<file path="config.mk">
export PLATFORM = sky130hd
export DESIGN_NAME = memory_decoder
export DESIGN_NICKNAME = d
export VERILOG_FILES = /design/src/rtl/decoder_pkg.sv /design/src/rtl/key_rom.sv /design/src/rtl/memory_decoder.sv
export SDC_FILE = /design/constraint.sdc
export NUM_CORES = 1
export LEC_CHECK = 0
export BUFFER_PORTS_ARGS = -buffer_cell sky130_fd_sc_hd__buf_2
export CORE_ASPECT_RATIO = 0.5
export CORE_MARGIN = 4
export CORE_UTILIZATION = 50
export CTS_CLUSTER_SIZE = 8
export DETAILED_ROUTE_END_ITERATION = 10
export GPL_TIMING_DRIVEN = 0
export PLACE_DENSITY = 0.72
export SYNTH_ARGS = -nofsm -noshare
export SYNTH_HDL_FRONTEND = slang
export SYNTH_SLANG_ARGS = --single-unit
export TNS_END_PERCENT = 100
</file>
<file path="constraint.sdc">
create_clock -name CLK -period 2.3 [get_ports CLK]
set_clock_uncertainty 0.2 [all_clocks]
set_input_delay 0.115 -clock CLK [delete_from_list [all_inputs] [get_ports CLK]]
set_output_delay 0.115 -clock CLK [all_outputs]
set_load 0.01 [all_outputs]
</file>
<file path="src/rtl/decoder_pkg.sv">
// Shared widths, FSM encoding and the fixed XOR key table for memory_decoder.
package decoder_pkg;

  localparam int DATA_W = 8;
  localparam int IDX_W  = 3;
  localparam int CNT_W  = 4;
  localparam int DEPTH  = 8;

  typedef enum logic [1:0] {
    ST_IDLE    = 2'd0,
    ST_FETCH   = 2'd1,
    ST_PRESENT = 2'd2,
    ST_DONE    = 2'd3
  } state_t;

  // Element 0 sits in the least significant byte.
  localparam logic [DEPTH-1:0][DATA_W-1:0] KEY_TABLE = {
    8'hFF, 8'hF0, 8'h0F, 8'hCC, 8'h33, 8'hAA, 8'h55, 8'h00
  };

  function automatic logic [DATA_W-1:0] key_of(input logic [IDX_W-1:0] addr);
    return KEY_TABLE[addr];
  endfunction

endpackage

</file>
<file path="src/rtl/key_rom.sv">
// Combinational key lookup: 3-bit storage address to its 8-bit XOR key.
module key_rom
  import decoder_pkg::*;
(
  input  logic [IDX_W-1:0]  addr,
  output logic [DATA_W-1:0] key
);

  assign key = key_of(addr);

endmodule

</file>
<file path="src/rtl/memory_decoder.sv">
// 8x8 encoded store with a handshaked burst decoder (stored XOR key[index]).
// Optional burst checksum output when DECODER_CHECKSUM_EN is defined.
module memory_decoder
  import decoder_pkg::*;
#(
  parameter logic [DATA_W-1:0] INIT_BYTE = 8'h00
) (
  input  logic              CLK,
  input  logic              RST,
  input  logic              wr_en,
  input  logic [IDX_W-1:0]  wr_index,
  input  logic [DATA_W-1:0] wr_data,
  input  logic              start,
  input  logic [IDX_W-1:0]  first_index,
  input  logic [CNT_W-1:0]  count,
  output logic              out_valid,
  input  logic              out_ready,
  output logic [IDX_W-1:0]  out_index,
  output logic [DATA_W-1:0] out_data,
  output logic              busy,
`ifdef DECODER_CHECKSUM_EN
  output logic [DATA_W-1:0] checksum,
`endif
  output logic              done
);

  state_t             state;
  logic [IDX_W-1:0]   idx;
  logic [CNT_W-1:0]   rem;
  logic [DATA_W-1:0]  mem [DEPTH];
  logic [DATA_W-1:0]  key;

  key_rom u_key_rom (
    .addr (idx),
    .key  (key)
  );

  // Storage writes are independent of the FSM; a write landing on the same
  // edge as FETCH is seen only by later fetches (non-blocking update).
  always_ff @(posedge CLK or posedge RST) begin
    if (RST) begin
      state     <= ST_IDLE;
      idx       <= '0;
      rem       <= '0;
      out_valid <= 1'b0;
      out_index <= '0;
      out_data  <= '0;
      busy      <= 1'b0;
      done      <= 1'b0;
`ifdef DECODER_CHECKSUM_EN
      checksum  <= '0;
`endif
      for (int i = 0; i < DEPTH; i++) mem[i] <= INIT_BYTE;
    end else begin
      if (wr_en) mem[wr_index] <= wr_data;
      done <= 1'b0;

      case (state)
        ST_IDLE: begin
          if (start) begin
            idx <= first_index;
            rem <= count;
`ifdef DECODER_CHECKSUM_EN
            checksum <= '0;
`endif
            if (count == '0) begin
              state <= ST_DONE;
              done  <= 1'b1;
            end else begin
              state <= ST_FETCH;
              busy  <= 1'b1;
            end
          end
        end

        ST_FETCH: begin
          out_index <= idx;
          out_data  <= mem[idx] ^ key;
          out_valid <= 1'b1;
          state     <= ST_PRESENT;
        end

        // out_data is a registered copy, so writes to the presented index
        // cannot disturb it while the consumer stalls.
        ST_PRESENT: begin
          if (out_ready) begin
            out_valid <= 1'b0;
            idx       <= idx + 3'd1;
            rem       <= rem - 4'd1;
`ifdef DECODER_CHECKSUM_EN
            checksum  <= checksum ^ out_data;
`endif
            if (rem == 4'd1) begin
              state <= ST_DONE;
              busy  <= 1'b0;
              done  <= 1'b1;
            end else begin
              state <= ST_FETCH;
            end
          end
        end

        ST_DONE: begin
          busy  <= 1'b0;
          state <= ST_IDLE;
        end

        default: state <= ST_IDLE;
      endcase
    end
  end

endmodule

</file>
Word level (Yosys, flattened, before mapping)
Memory sizes are Yosys's and may differ from the RTL's. Index checks and enable logic that the tools add are counted.

Bits in registers: 87. Bits in latches: 0. RAM bits: 0. Memory bits (read-only): 64. Input port bits: 23. Output and inout port bits: 14. Logic and storage cells: 74. Memories: 1.

$add $sub $neg: 2. $mul: 0. Divide/modulo/power cells: 0. Order comparisons: 4. Equal/unequal tests: 8. Shift-type cells: 0. Mux-type cells: 30. Bitwise operators: 3. Reductions and logical operators: 10.

Memories: (no name shown) (words 8, width 8, rd ports 1, clocked after memory_dff 0, write ports 0, RTL line decoder_pkg.sv:22) `return KEY_TABLE[addr];`.

Operator list (count): $bwmux W64 (1); $mux W8 (4); $bmux W8 S3 (1); $demux W8 S3 (1); $mux W1 (9); $ge A4 B4 Y1 const B (2); $mux W2 (4); $mux W4 (2); $ne A2 B2 Y1 const B (4); $not A3 Y4 (2); $pmux W2 S4 (1); $pmux W4 S2 (1); $xor A8 B8 Y8 (1); $mux W3 (2); $pmux W3 S2 (1); $reduce_and A5 Y1 (1); $eq A2 B2 Y1 const B (2); $eq A4 B1 Y1 const B (1); $logic_not A4 Y1 (1); $lt A3 B4 Y1 const B (1); $lt A4 B1 Y1 const B (1); $pmux W1 S2 (2); $reduce_and A2 Y1 (2); $reduce_bool A2 Y1 (2); other kinds (8) (8).

Longest topological paths before layout
Depth after elaboration: 6. Mapped depth: 7. Gate-level depth less buffers: 6.

Modules after synthesis
Synthesis repeated with hierarchy kept, for this count alone.

Cells, all modules: 303. Area total of the unflattened synthesis: 4174.0 um^2.

By module, submodules not included: memory_decoder (instances 1, cells an instance 287, area an instance 4072.7 um^2, seq. area each 2177.1 um^2); key_rom (instances 1, cells an instance 16, area an instance 101.3 um^2, seq. area each 0.0 um^2).

Worst setup path after synthesis
No wires, ideal clock.

Path type: reg-to-reg. From: register idx[0]. To: register out_data[6]. Library setup time: 131 ps. Arrival: 1482 ps. Required time: 1969 ps. Slack: 487 ps. Stages on the path, launching flop included: 6. Path buffers: 1. Clock period less this slack: 1813 ps. Cell sequence: dfrtp_1 > buf_6 > mux4_2 > mux2i_1 > xnor2_1 > o21ai_1.

Longest elaborated chain between the ends: 5. Elaborated cells on any way between the ends: 7. Those cells by class: mux (4); bitwise (2); memory (1).

Ends and longest elaborated chain: start: declaration (RTL line memory_decoder.sv:28) `logic [IDX_W-1:0] idx;`; start signal: assignment (RTL line memory_decoder.sv:61) `idx <= first_index;`; start signal: assignment (RTL line memory_decoder.sv:88) `idx <= idx + 3'd1;`; $not A3 Y4 (implied by the code) (RTL line memory_decoder.sv:78) `out_data <= mem[idx] ^ key;`; $bmux W8 S3 (RTL line memory_decoder.sv:78); $mux W8 (implied by the code) (2 in series) (RTL line memory_decoder.sv:78); $xor A8 B8 Y8 * (RTL line memory_decoder.sv:78); end signal: assignment (RTL line memory_decoder.sv:78); end: declaration (RTL line memory_decoder.sv:19) `output logic [DATA_W-1:0] out_data,`.

Mark *: on every way between the ends. The rest lies on a longest branch, timed or not. The select of a mux whose other input is x is not followed. A chain may end at the register's enable or synchronous reset.

Worst setup path in the final report
From: register idx[0]. To: register out_data[2].

The elaborated chain is that of the path after synthesis.

==> flow_summary.json <==
{
  "cts_sinks": 87,
  "synth_sequential_area_ratio_pct": 52.5,
  "endpoint_kind": "flop",
  "syn_inst": 315,
  "gr-usage-met2_pct": 32.8,
  "syn_nets": 345,
  "final_common_cell": "dfrtp_1",
  "final_cell_mix": "dfrtp_1 (86), mux2_2 (66), buf_2 (37)",
  "io_pins": 37,
  "critPathMaxFanout": 10,
  "crit_required_ps": 2320,
  "fin_nets": 407,
  "insertedDiodeCount": 0,
  "grt_use_total_pct": 19.9,
  "grt-busiest-layer": "met2",
  "cap_viol_max_count": 0,
  "yosys.area.top_type_share_pct": 52.5,
  "ys_seq_elements": 87,
  "drt_pass1_iterations": 4,
  "dieHeight_um": 72.4,
  "finalCritPeriodShare_pct": 92.0,
  "die_area_um2": 9900,
  "ant_nets": 0,
  "final_area_um2": 4960,
  "worstPathArrival_ps": 2130,
  "rsz0062_at_grt": "false",
  "drc": 0,
  "final.setup.tns_ps": 0,
  "path_delay_family": "multiplexers",
  "critPathBufInv": 1,
  "max_clock_freq_mhz": 472,
  "hp-class": "in2reg",
  "insertion_delay_ps": 340,
  "routed_via_density": 5.50,
  "synthesis.area_um2": 4140,
  "h-tree-depth": 3,
  "grt.overflow.total": 0,
  "use_met3_pct": 5.82,
  "grt_pass1_vias": 2846,
  "peakVddDrop_v": 0.000492,
  "ys_warn_count": 0,
  "slew_headroom_pct": 38.1,
  "port_buffers": 32,
  "timing.final.ws_setup_ps": 183,
  "synthTopCellsByArea": "dfrtp_1 (53%), mux2_2 (18%), mux4_1 (4.4%)",
  "avgSynthCellArea_um2": 13.2,
  "start_util_pct": 51.6,
  "cts_setup_buffers": 0,
  "critPathLaunchType": "flop",
  "period_needed_ps": 2120,
  "status": "completed",
  "hold_violations": 0,
  "clk_pin_slew_ps": 60,
  "antenna_found_initial": 0,
  "row_count": 23,
  "drive_gt1_share_pct": 36.0,
  "dp_hpwl_um": 6150,
  "setup_viol": 0,
  "max_stage_delay_ps": 530,
  "worst_slew_pin_slew_ps": 924,
  "yosys.area.top_type": "dfrtp_1",
  "p_per_area_nw_per_um2": 1190,
  "dr_total_vias": 2712,
  "die_x_um": 137,
  "clockBufferDepth": 2,
  "routed_wl_um": 8810,
  "root_buffer": "clkbuf_16",
  "placed_area_um2": 4470,
  "area_growth_pct": 19.7,
  "wl_per_cell_um": 17.9,
  "grt_use_met1_pct": 26.0,
  "cp_slowest_cell": "mux4_2",
  "cts_made_buffers": 9,
  "gp_congestion": 0.753,
  "synth.distinct_cells": 34,
  "power.leakage_nw": 2.20,
  "coreArea_um2": 8030,
  "tritoncts": "yes",
  "crit_type": "reg2reg",
  "nFillCells": 633,
  "grt_pass1_wl_um": 14700,
  "place_ws_ps": 70.3,
  "cp_cell_sequence": "buf_6 -> mux4_2 -> mux2i_1 -> xnor2_1 -> o21ai_1",
  "drv_slew": 0,
  "dr.first_iter.drc_count": 178,
  "grt_max_degree": 48
}
==> flip-flops by register name (all words and copies together), names as in the netlist <==
| register | cells |
|---|---|
| mem | 64 |
| rem | 4 |
| busy | 1 |
| out_valid | 1 |
| out_index | 3 |
| done | 1 |
| out_data | 8 |
| state | 2 |
| idx | 3 |
==> timing repair <==
item | 4_1_cts | 5_1_grt
hold endpoints to repair | 114 | 0
hold buffers | 18 | 0
endpoints found under the setup margin | 0 | 3
gates resized for setup | 0 | 1
==> routing by layer <==
metal / vias up / wire [µm]
met4: 0 / 102
met2: 56 / 4190
li1: 1255 / -
met3: 10 / 458
met1: 1391 / 4050
met5: - / 0
==> stage by stage <==
stage | util, % | std cells | hold WS [ps] | total power, mW
2_1_floorplan | - | 315 | 50.3 | 3.74
3_3_place_gp | 55.4 | 459 | 174 | 4.24
3_5_place_dp | 55.6 | 460 | 146 | 4.36
4_1_cts | 61.8 | 493 | 138 | 5.93
5_1_grt | 61.8 | 493 | 167 | 6.26
6_report | 61.8 | 493 | 142 | 5.89
==> cells by family after synthesis <==
logic type	after synthesis	synth area share (%)
mux	90	28.3
fa+ha+maj	7	2.11
buf+inv	26	3.05
flops	87	52.5
simple gates	59	7.91
compound gates	42	5.25
xor+xnor	4	0.845
==> cell type report <==
type                    instances  area (µm²)  area share (%)
clock inverters                 4        70.1            1.41
well taps                     112         140            2.82
clock buffers                  11         243            4.89
plain buffers                  15        85.1            1.71
flip-flops and latches         87        2180            43.9
inverters                      11        45.0           0.908
repair buffers                 51         360            7.26
multi-input cells             202        1840            37.1
==> power by group <==
group	switching (mW)	internal [mW]	total (mW)
Clock	0.561	0.970	1.53
Sequential	0.269	1.97	2.24
Combinational	1.07	1.05	2.12
==> synthesized netlist by cell type <==
cell / instances
dfrtp_1: 87
mux2_2: 66
nand2_1: 26
o21ai_0: 23
a21oi_1: 13
mux2i_1: 11
inv_1: 10
ha_1: 7
mux4_1: 7
mux4_2: 6
nor2_1: 6
buf_2: 5
clkbuf_1: 5
nor2b_1: 5
xnor2_1: 4
nand2b_1: 3
nand3_1: 3
nand4b_1: 3
nor3_1: 3
o21ai_1: 3
buf_4: 2
buf_6: 2
nor3_2: 2
o21bai_1: 2
or4_1: 2
and2_1: 1
buf_1: 1
inv_2: 1
nand2b_4: 1
nand4_1: 1
nor3b_2: 1
nor3b_4: 1
o31ai_1: 1
or3b_2: 1
==> final timing paths <==
path                       slack [ps]           to   startpoint  cells past startpoint
min reg2reg                       280  out_data[5]  out_data[5]                      2
max reg2reg                       180  out_data[2]       idx[0]                      5
max                               180  out_data[2]       idx[0]                      5
max in group asynchronous         900      mem[49]          RST                      4
min                               140      mem[42]  wr_index[2]                      3
min in group asynchronous         300       rem[3]          RST                      3
==> worst min-delay path: stages <==
cell and delay, ps:
buf_2 180, nor3b_4 120, mux2_2 230
Note: power is estimated with default switching activity, not from simulation.
